**config.mk**
```make
export PLATFORM = sky130hd
export DESIGN_NAME = multicycle_controller
export DESIGN_NICKNAME = d
export VERILOG_FILES = /design/src/rtl/multicycle_controller.sv
export SDC_FILE = /design/constraint.sdc
export NUM_CORES = 1
export LEC_CHECK = 0
export BUFFER_PORTS_ARGS = -buffer_cell sky130_fd_sc_hd__buf_2
export CORE_MARGIN = 2
export CORE_UTILIZATION = 49
export DETAILED_ROUTE_END_ITERATION = 10
export MAX_ROUTING_LAYER = met4
export PLACE_DENSITY = 0.83
export SYNTH_ARGS = -nofsm -noshare
export SYNTH_HDL_FRONTEND = slang
export SYNTH_SLANG_ARGS = --single-unit
```
**constraint.sdc**
```tcl
create_clock -name clk -period 3.2 [get_ports clk]
set_input_delay 0.32 -clock clk [delete_from_list [all_inputs] [get_ports clk]]
set_output_delay 0.32 -clock clk [all_outputs]
set_load 0.005 [all_outputs]
```
**src/rtl/multicycle_controller.sv**
```systemverilog
// ============================================================================
// Module   : multicycle_controller
// Purpose  : Main control FSM of the multicycle MIPS core (fetch/decode/exec).
//            Optional bne support is enabled by defining MC_CTRL_BNE_EN.
// Revision : 1.0 - initial release
// ============================================================================
`default_nettype none

module multicycle_controller (
  input  logic       clk,
  input  logic       rst,
  input  logic [5:0] op,
  input  logic       zero,
  input  logic       mem_ready,
  output logic       pc_en,
  output logic       iord,
  output logic       mem_write,
  output logic       ir_write,
  output logic       reg_dst,
  output logic       mem_to_reg,
  output logic       reg_write,
  output logic       alu_src_a,
  output logic [1:0] alu_src_b,
  output logic [1:0] alu_op,
  output logic [1:0] pc_src,
  output logic       illegal_op,
  output logic       retire,
  output logic [3:0] state
);

  localparam logic [5:0] C_OP_LW   = 6'b100011;
  localparam logic [5:0] C_OP_SW   = 6'b101011;
  localparam logic [5:0] C_OP_RTYP = 6'b000000;
  localparam logic [5:0] C_OP_BEQ  = 6'b000100;
  localparam logic [5:0] C_OP_ADDI = 6'b001000;
  localparam logic [5:0] C_OP_J    = 6'b000010;
  localparam logic [5:0] C_OP_BNE  = 6'b000101;

  typedef enum logic [3:0] {
    FETCH    = 4'd0,
    DECODE   = 4'd1,
    MEMADR   = 4'd2,
    MEMRD    = 4'd3,
    MEMWB    = 4'd4,
    MEMWR    = 4'd5,
    EXECUTE  = 4'd6,
    ALUWB    = 4'd7,
    BRANCH   = 4'd8,
    ADDIEXEC = 4'd9,
    ADDIWB   = 4'd10,
    JUMP     = 4'd11
  } state_t;

  state_t r_state;
  state_t w_next;
  state_t w_cur;
  logic   w_bne;

`ifdef MC_CTRL_BNE_EN
  assign w_bne = (op == C_OP_BNE);
`else
  assign w_bne = 1'b0;
`endif

  // Reset overrides the visible state so outputs show FETCH immediately.
  assign w_cur = rst ? FETCH : r_state;
  assign state = w_cur;

  always_ff @(posedge clk) begin
    if (rst) begin
      r_state <= FETCH;
    end else begin
      r_state <= w_next;
    end
  end

  always_comb begin
    w_next     = FETCH;
    pc_en      = 1'b0;
    iord       = 1'b0;
    mem_write  = 1'b0;
    ir_write   = 1'b0;
    reg_dst    = 1'b0;
    mem_to_reg = 1'b0;
    reg_write  = 1'b0;
    alu_src_a  = 1'b0;
    alu_src_b  = 2'b00;
    alu_op     = 2'b00;
    pc_src     = 2'b00;
    illegal_op = 1'b0;
    retire     = 1'b0;

    case (w_cur)
      FETCH: begin
        alu_src_b = 2'b01;
        ir_write  = mem_ready;
        pc_en     = mem_ready;
        w_next    = mem_ready ? DECODE : FETCH;
      end
      DECODE: begin
        alu_src_b = 2'b11;
        if (op == C_OP_LW || op == C_OP_SW) begin
          w_next = MEMADR;
        end else if (op == C_OP_RTYP) begin
          w_next = EXECUTE;
        end else if (op == C_OP_BEQ || w_bne) begin
          w_next = BRANCH;
        end else if (op == C_OP_ADDI) begin
          w_next = ADDIEXEC;
        end else if (op == C_OP_J) begin
          w_next = JUMP;
        end else begin
          illegal_op = 1'b1;
          retire     = 1'b1;
          w_next     = FETCH;
        end
      end
      MEMADR: begin
        alu_src_a = 1'b1;
        alu_src_b = 2'b10;
        w_next    = (op == C_OP_LW) ? MEMRD : MEMWR;
      end
      MEMRD: begin
        iord   = 1'b1;
        w_next = mem_ready ? MEMWB : MEMRD;
      end
      MEMWB: begin
        reg_write  = 1'b1;
        mem_to_reg = 1'b1;
        retire     = 1'b1;
        w_next     = FETCH;
      end
      MEMWR: begin
        iord      = 1'b1;
        mem_write = 1'b1;
        retire    = mem_ready;
        w_next    = mem_ready ? FETCH : MEMWR;
      end
      EXECUTE: begin
        alu_src_a = 1'b1;
        alu_op    = 2'b10;
        w_next    = ALUWB;
      end
      ALUWB: begin
        reg_write = 1'b1;
        reg_dst   = 1'b1;
        retire    = 1'b1;
        w_next    = FETCH;
      end
      BRANCH: begin
        alu_src_a = 1'b1;
        alu_op    = 2'b01;
        pc_src    = 2'b01;
        pc_en     = zero ^ w_bne;
        retire    = 1'b1;
        w_next    = FETCH;
      end
      ADDIEXEC: begin
        alu_src_a = 1'b1;
        alu_src_b = 2'b10;
        w_next    = ADDIWB;
      end
      ADDIWB: begin
        reg_write = 1'b1;
        retire    = 1'b1;
        w_next    = FETCH;
      end
      JUMP: begin
        pc_src = 2'b10;
        pc_en  = 1'b1;
        retire = 1'b1;
        w_next = FETCH;
      end
      default: begin
        w_next = FETCH;
      end
    endcase

    // Reset kills every side effect, including a pending MEMWR write.
    if (rst) begin
      pc_en      = 1'b0;
      ir_write   = 1'b0;
      mem_write  = 1'b0;
      reg_write  = 1'b0;
      illegal_op = 1'b0;
      retire     = 1'b0;
    end
  end

endmodule

`default_nettype wire

```
==> results.toml, run 1 <==
[outcome]
status = "finished clean"

[clock_network]
cts-root-buf = "clkbuf_4"
clock_sinks = 4
ctsHoldBuffers = 0
cts_tree = "yes"
cts-buffers-inserted = 3
clock_latency_ps = 230
ctsResizeCount = 0
htreeDepth = 1
clk_pin_slew_ps = 30
cts_buffer_depth = 2
post_cts_buffers = 0

[finish]
n_fill_cell = 130
multi_input_area_um2 = 488
reg_top3 = "r_state x4"
largest_reg_flops = 4
antenna_cells = 0
instances_no_fill = 139
drive_above_1_share_pct = 33.1
area_growth_pct = 19.2
ff_latch_area_um2 = 80.1
nNetsFinal = 136
largest-register = "r_state"

[worst_setup_path]
start_kind = "flip-flop"
rr_worst_depth = 4
reg2reg_from = "r_state[2]"
worst-endpoint-arrival_ps = 1680
crit_fanout = 13
path_class = "reg2out"
required_ps = 2880
reg2reg_slack_ps = 1730
r2r-end = "r_state[0]"
crit_path_end_kind = "output pin"

[floorplan]
io_pins = 30
die_w_um = 40.5
dieArea_um2 = 1640
rows = 13
initial_core_util_pct = 51.4
die_y_um = 40.5
coreArea_um2 = 1270

[timing]
fin_crit_sh_pct = 62.6
slew_headroom_pct = 60.5
hold_viol = 0
worst_slack_ps = 1200
fin_tns_setup_ps = 0
worstMarginPinSlew_ps = 592
rsz0062_at_grt = "no"
skew_ps = 1.77
max_freq_mhz = 499
slew_viol_final = 0
period_needed_ps = 2000
setup_viol = 0

[global_route]
antenna_found_initial = 0
grt_max_degree = 19
grt_pass1_wl_mm = 2.78
grt_pass1_vias = 662
grtUsageTotal_pct = 25.4
grt_overflow = 0

[route]
avgRoutedWirePerCell_um = 12.5
drt-total-wl_mm = 1.74
vias_per_cell = 5.91
antenna_left = 0
top_layer = "met3"
via_count = 821
met3RoutedLength_um = 155
drc = 0
drt-met1-wl_um = 708
dr.first_iter.drc_count = 37
dr_wl_met2_um = 878
firstDrtPassIters = 5

[pwr]
p_leak_nw = 0.396
cellPowerDensity_nw_per_um2 = 203
ir_drop_mv = 0.168

[logic_synthesis]
ys.flop_type = "dfxtp_1"
synth_most_common_cell = "nor2_1"
synthTopCellsByCount = "11 x nor2_1, 9 x a21oi_1, 9 x nor3_1"
yosysUniqueCellTypes = 36
synth-seq-cells = 4
yosys-top-cells-area = "dfxtp_1 12%, a21oi_1 6.9%, nor3_1 6.9%, buf_6 6.9%, nor2_1 6.3%"
async_flop_share_pct = 0
synth_nets = 110
syn_avg_cell_area_um2 = 6.52
synth-edff-count = 0
yosys.area.top_type = "dfxtp_1"
netlist_instances = 100
seq_area_frac_synth_pct = 12.3
synth_warnings = 0
yosysTopAreaCellShare_pct = 12.3
synth_area_um2 = 652

[min_path]
hold_path_end = "r_state[1]"
whs_path_depth = 2
hold_path_class = "in2reg"
hold_start = "rst"

[placed_design]
pre_cts_ws_ps = 1420
place_congestion = 1.02
place_inst = 136
dp_hpwl_mm = 1.39
port_buffers = 29

[flow_run]
cap_violations = 0
## worst max-delay path by stage
stage | cells after the start | from | slack [ps] | endpoint
2_1_floorplan | 4 | r_state[3] | 1750 | retire
3_3_place_gp | 4 | r_state[3] | 1430 | reg_write
3_5_place_dp | 6 | rst | 1420 | retire
4_1_cts | 5 | r_state[3] | 1200 | retire
5_1_grt | 5 | r_state[0] | 1020 | retire
6_report | 5 | r_state[0] | 1200 | retire
## kinds of logic (layout without fill, tap and decap cells)
group,Yosys count,in the layout,synth area share [%]
compound gates,26,26,25.1
simple gates,53,53,45.7
buf+inv,14,38,12.9
xor+xnor,3,3,4.03
flops,4,4,12.3
## layer usage
metal / GRT usage (%) / vias up
li1: - / 407
met1: 31.7 / 367
met2: 44.0 / 47
met3: 3.89 / 0
met4: 2.50 / 0
met5: - / -
## report_power, final
part / internal, mW / switching [mW] / leakage [nW] / total (mW)
clock: 0.0417 / 0.0172 / 0.0138 / 0.0589
sequential: 0.0511 / 0.00295 / 0.0325 / 0.0541
combinational: 0.0190 / 0.0253 / 0.350 / 0.0443
## per-stage QoR
stage                     hold slack, ps  total power [mW]  util (%)  area [µm²]
after global routing                 435             0.169      61.2         777
after CTS                            429             0.159      61.2         777
after global placement               660            0.0974      59.5         754
after detailed placement             661            0.0984      59.5         754
final                                441             0.157      61.2         777
after floorplan                      509            0.0831         -         652
## worst max-delay path: stages, from the launching register on
cell and delay [ps]:
dfxtp_1 530, nand2b_1 230, nor3_1 290, and3_1 220, a21o_1 80, buf_2 100
## final cells by class
cell class	instances	area share, %
clock buffers	3	2.90
inverters	6	2.90
multi-input cells	82	62.8
flip-flops and latches	4	10.3
well taps	15	2.42
repair buffers	29	18.7
## cells in the final DEF, fill, tap and decap left out, types with 2 or more instances in the layout
master | synthesis | layout
o21ai_0 | 6 | 6
and3_1 | 3 | 3
or3b_1 | 2 | 2
inv_1 | 6 | 6
o21a_1 | 2 | 2
nor4_1 | 3 | 3
nand2b_1 | 3 | 3
a21oi_1 | 9 | 9
nor2_1 | 11 | 11
nor2b_1 | 2 | 2
nand2_1 | 7 | 7
dfxtp_1 | 4 | 4
buf_2 | 1 | 29
and3_2 | 3 | 3
nor3_1 | 9 | 9
nand3_1 | 2 | 2
clkbuf_4 | 0 | 3
xor2_1 | 3 | 3
(Power assumes the default switching activity.)
==> run 2, diff against run 1 <==
CORE_UTILIZATION = 45   (was 49)
PLACE_DENSITY = 0.77   (was 0.83)
clock period = 2 ns   (was 3.2 ns; I/O delays follow)
==> run 2 against run 1 <==
Cell count is 0.72% higher. Utilization is 2.2 points lower. Clock power is 83% higher. Wire length is 4.1% higher. Register-to-register slack worse by 1200 ps. Power is 70% higher. Critical path type unchanged. Critical endpoint unchanged. Largest power group unchanged. Highest routed layer is now met4.
==> results.toml, run 2 (synthesized netlist as in run 1, its figures left out) <==
[outcome]
status = "finished clean"

[worst_setup_path]
slowest_stage = "dfxtp_2"
start_kind = "flip-flop"
path_class = "reg2out"
crit_family = "simple AND/OR/NAND/NOR gates"
slowest_delay_ps = 390
worstPathCellList = "nand2b_1 -> nor3_1 -> and3_1 -> a21o_1 -> buf_2"
crit_fanout = 15
required_ps = 1800
crit_path_end_kind = "output pin"
worst-endpoint-arrival_ps = 1670
path_buf_inv = 1

[pwr]
ir_drop_mv = 0.199
p_leak_nw = 0.402
cellPowerDensity_nw_per_um2 = 340

[placed_design]
dpl_cell_area_um2 = 762
place_congestion = 0.955
port_buffers = 29
dp_hpwl_mm = 1.36

[timing]
hold_viol = 0
skew_ps = 7.93
slew_headroom_pct = 58.9
slew_viol_final = 0
worstMarginPinSlew_ps = 615
setup_viol = 0
fin_tns_setup_ps = 0
period_needed_ps = 1870
rsz0062_at_grt = "no"
fin_crit_sh_pct = 93.4
max_freq_mhz = 535

[route]
met3RoutedLength_um = 132
drt-total-wl_mm = 1.81
via_count = 808
dr.first_iter.drc_count = 24
antenna_left = 0
avgRoutedWirePerCell_um = 13.0
drc = 0
drt-met1-wl_um = 803
top_layer = "met4"
firstDrtPassIters = 4
dr_wl_met2_um = 858
vias_per_cell = 5.77

[floorplan]
initial_core_util_pct = 48.9
io_pins = 30
rows = 13
coreArea_um2 = 1330
die_w_um = 42.1
die_y_um = 42.1
dieArea_um2 = 1770

[clock_network]
cts_tree = "yes"
clock_latency_ps = 250
clk_pin_slew_ps = 40
clock_sinks = 4
cts_buffer_depth = 2
cts-buffers-inserted = 3
htreeDepth = 1
post_cts_buffers = 0
cts-root-buf = "clkbuf_4"

[flow_run]
cap_violations = 0

[finish]
largest_reg_flops = 4
mostFrequentLayoutCells = "29 x buf_2, 11 x nor2_1, 9 x nor3_1, 9 x a21oi_1, 7 x nand2_1"
reg_top3 = "r_state x4"
largest-register = "r_state"
area_growth_pct = 20.7
nNetsFinal = 137
antenna_cells = 0
final_cell_area_um2 = 787
final_common_cell = "buf_2"
drive_above_1_share_pct = 35.2

[global_route]
grt_pass1_vias = 635
grt_overflow = 0
grtUsageTotal_pct = 21.2
grt_pass1_wl_mm = 2.85
antenna_found_initial = 0
grt_max_degree = 19

[min_path]
hold_path_class = "in2reg"
run 2: cell type report:
class | count | area [µm²]
clock buffer | 3 | 22.5
sequential | 4 | 82.6
timing repair buffer | 30 | 153
multi-input combinational | 82 | 488
tap | 15 | 18.8
inverter | 6 | 22.5
fill | 142 | 547
run 2: metrics by stage:
step	setup WS, ps	power, mW	hold slack [ps]	util (%)	std cells
finish	132	0.267	304	59.0	140
global route	94.8	0.280	361	59.0	140
CTS	93.9	0.265	308	58.8	140
detailed placement	352	0.159	557	57.1	137
global placement	395	0.158	554	57.1	137
floorplan	672	0.133	389	-	100
run 2: worst paths after layout:
kind         startpoint          to  slack [ps]  depth (start not counted)
max          r_state[1]      retire         130                          5
min                 rst  r_state[1]         300                          2
max reg2reg  r_state[2]  r_state[0]         510                          4
min reg2reg  r_state[0]  r_state[3]         670                          3
run 2: per-layer routing:
metal,global-route usage [%],up-vias
met2,30.3,41
met5,-,-
met4,9.38,0
met3,4.31,3
met1,28.6,358
li1,-,406
run 2: what timing repair did:
action | in CTS | in global routing
setup endpoints to repair | 0 | 2
gates resized for setup | 0 | 2
hold buffers | 0 | 0
hold endpoints to repair | 0 | 0
run 2: power breakdown:
part | internal [mW] | switching, mW | leakage, nW
Clock | 0.0676 | 0.0404 | 0.0138
Combinational | 0.0320 | 0.0430 | 0.355
Sequential | 0.0817 | 0.00257 | 0.0335
Total | 0.181 | 0.0860 | 0.402
==> run 3, diff against run 2 <==
ABC_AREA = 1   (was default)
CORE_UTILIZATION = 42   (was 45)
PLACE_DENSITY = 0.76   (was 0.77)
==> run 3 against run 2 <==
Synthesized cell count fell by 1.0%. Critical path type unchanged. Flip-flop and latch count did not move. Design area is 6.8% lower.
==> results.toml, run 3 <==
[global_route]
grt_max_degree = 7
grt_pass1_wl_mm = 1.77
grt_overflow = 0
grt_pass1_vias = 473
antenna_found_initial = 0
grtUsageTotal_pct = 16.8

[logic_synthesis]
yosys.area.top_type = "nand2_1"
synth_fa_ha_area_share_pct = 0
synth_nets = 109
synth_area_um2 = 547
synthTopCellsByCount = "25 x nand2_1, 14 x inv_1, 11 x nand3_1, 11 x nor2_1, 9 x nor2_2"
netlist_instances = 99
synth_mux_area_share_pct = 0
synth_compound_area_share_pct = 9.38
syn_avg_cell_area_um2 = 5.52
synth_most_common_cell = "nand2_1"
synth_top_family_by_area = "simple AND/OR/NAND/NOR gates"
synth_warnings = 0
yosys-top-cells-area = "nand2_1 17%, dfxtp_1 15%, nor2_2 10%, nand3_1 10%, inv_1 9.6%"
synth_xor_area_share_pct = 0
yosysUniqueCellTypes = 21
ys.flop_type = "dfxtp_1"
async_flop_share_pct = 0
synth-simple-area-share_pct = 62.5
synth-seq-cells = 4
synth-edff-count = 0
yosysTopAreaCellShare_pct = 17.2
seq_area_frac_synth_pct = 14.6

[timing]
period_needed_ps = 1600
hold_viol = 0
slew_viol_final = 0
rsz0062_at_grt = "no"
setup_viol = 0
fin_tns_setup_ps = 0
skew_ps = 0.711
slew_headroom_pct = 79.9
fin_crit_sh_pct = 80.2
worstMarginPinSlew_ps = 301
max_freq_mhz = 624

[pwr]
power_mw = 0.234
p_leak_nw = 0.487
ir_drop_mv = 0.324
cellPowerDensity_nw_per_um2 = 319

[min_path]
hold_start = "rst"
hold_path_end = "r_state[0]"
hold_path_class = "in2reg"
whs_path_depth = 2

[route]
met3RoutedLength_um = 129
avgRoutedWirePerCell_um = 9.00
firstDrtPassIters = 4
drt-total-wl_mm = 1.31
top_layer = "met3"
via_count = 710
antenna_left = 0
dr.first_iter.drc_count = 14
vias_per_cell = 4.86
dr_wl_met2_um = 658
drc = 0
drt-met1-wl_um = 526

[floorplan]
rows = 13
coreArea_um2 = 1250
dieArea_um2 = 1610
initial_core_util_pct = 43.7
die_w_um = 40.1
die_y_um = 40.1
io_pins = 30

[clock_network]
post_cts_buffers = 0
clock_latency_ps = 230
cts-buffers-inserted = 3
htreeDepth = 1
cts_buffer_depth = 2
clock_sinks = 4
cts_tree = "yes"
ctsHoldBuffers = 0
cts-root-buf = "clkbuf_4"
ctsResizeCount = 0
clk_pin_slew_ps = 40

[worst_setup_path]
reg2reg_from = "r_state[1]"
crit_path_end_kind = "output pin"
start_kind = "flip-flop"
path_class = "reg2out"
worst-endpoint-arrival_ps = 1400
required_ps = 1800
r2r-end = "r_state[0]"
reg2reg_slack_ps = 820
rr_worst_depth = 6
crit_fanout = 4

[finish]
largest-register = "r_state"
nNetsFinal = 143
area_growth_pct = 34.1
largest_reg_flops = 4
reg_top3 = "r_state x4"
antenna_cells = 0
final_common_cell = "buf_2"
drive_above_1_share_pct = 40.5
mostFrequentLayoutCells = "29 x buf_2, 25 x nand2_1, 14 x inv_1"

[placed_design]
port_buffers = 29
dp_hpwl_mm = 1.19
place_congestion = 0.819

[flow_run]
cap_violations = 0

[outcome]
status = "finished clean"
==> run 3: changes by cell type after synthesis, moves of 4 or more <==
cell     previous run  this run
nor3_1              9         3
nor2_2              1         9
o21ai_0             6         2
nand2_1             7        25
inv_2               0         4
inv_1               6        14
a21oi_1             9         1
nand3_1             2        11
buf_6               4         0
==> run 3: logic make-up after synthesis <==
kind of cell,count (synthesis)
AO/OA/AOI/OAI,7
buffers and inverters,19
AND/OR/NAND/NOR,69
flip-flops,4
==> run 3: how the worst max path moves through the flow <==
stage	start	end	cells after the start
2_1_floorplan	r_state[2]	retire	8
3_5_place_dp	rst	retire	11
6_report	r_state[2]	retire	9
4_1_cts	r_state[2]	retire	9
3_3_place_gp	r_state[2]	retire	9
5_1_grt	r_state[2]	retire	9
==> run 3: layout make-up <==
cell class	count	area (µm²)
Fill cell	140	519
Timing Repair Buffer	29	145
Tap cell	15	18.8
Multi-Input combinational cell	76	393
Inverter	19	73.8
Clock buffer	3	22.5
Sequential cell	4	80.1
==> run 3: where the power goes <==
group	leakage [nW]	total (mW)	internal, mW	switching (mW)
logic	0.441	0.0529	0.0217	0.0312
clock network	0.0138	0.0964	0.0669	0.0295
registers	0.0325	0.0843	0.0819	0.00240
total	0.487	0.234	0.170	0.0631
==> run 3: metal layers <==
layer | vias to the layer above | track usage, %
li1 | 378 | -
met1 | 297 | 17.4
met2 | 35 | 30.2
met3 | 0 | 5.00
met4 | 0 | 5.17
met5 | - | -
==> run 3: worst max-delay path, stage by stage, from the launching register on <==
cell and delay [ps]:
dfxtp_1 420, inv_2 60, nor2_2 150, nand2_2 110, nor2_2 150, nor2_2 50, nand2_2 50, nor2_1 50
nand2_1 40, buf_2 100
==> run 3: through the flow <==
step | util, % | hold slack, ps | setup WS, ps | std cells | cell area [µm²]
after CTS | 58.5 | 255 | 381 | 146 | 733
after global placement | 56.7 | 498 | 632 | 143 | 711
after floorplan | - | 269 | 749 | 99 | 547
after detailed placement | 56.7 | 497 | 625 | 143 | 711
final | 58.5 | 260 | 397 | 146 | 733
after global routing | 58.5 | 265 | 265 | 146 | 733
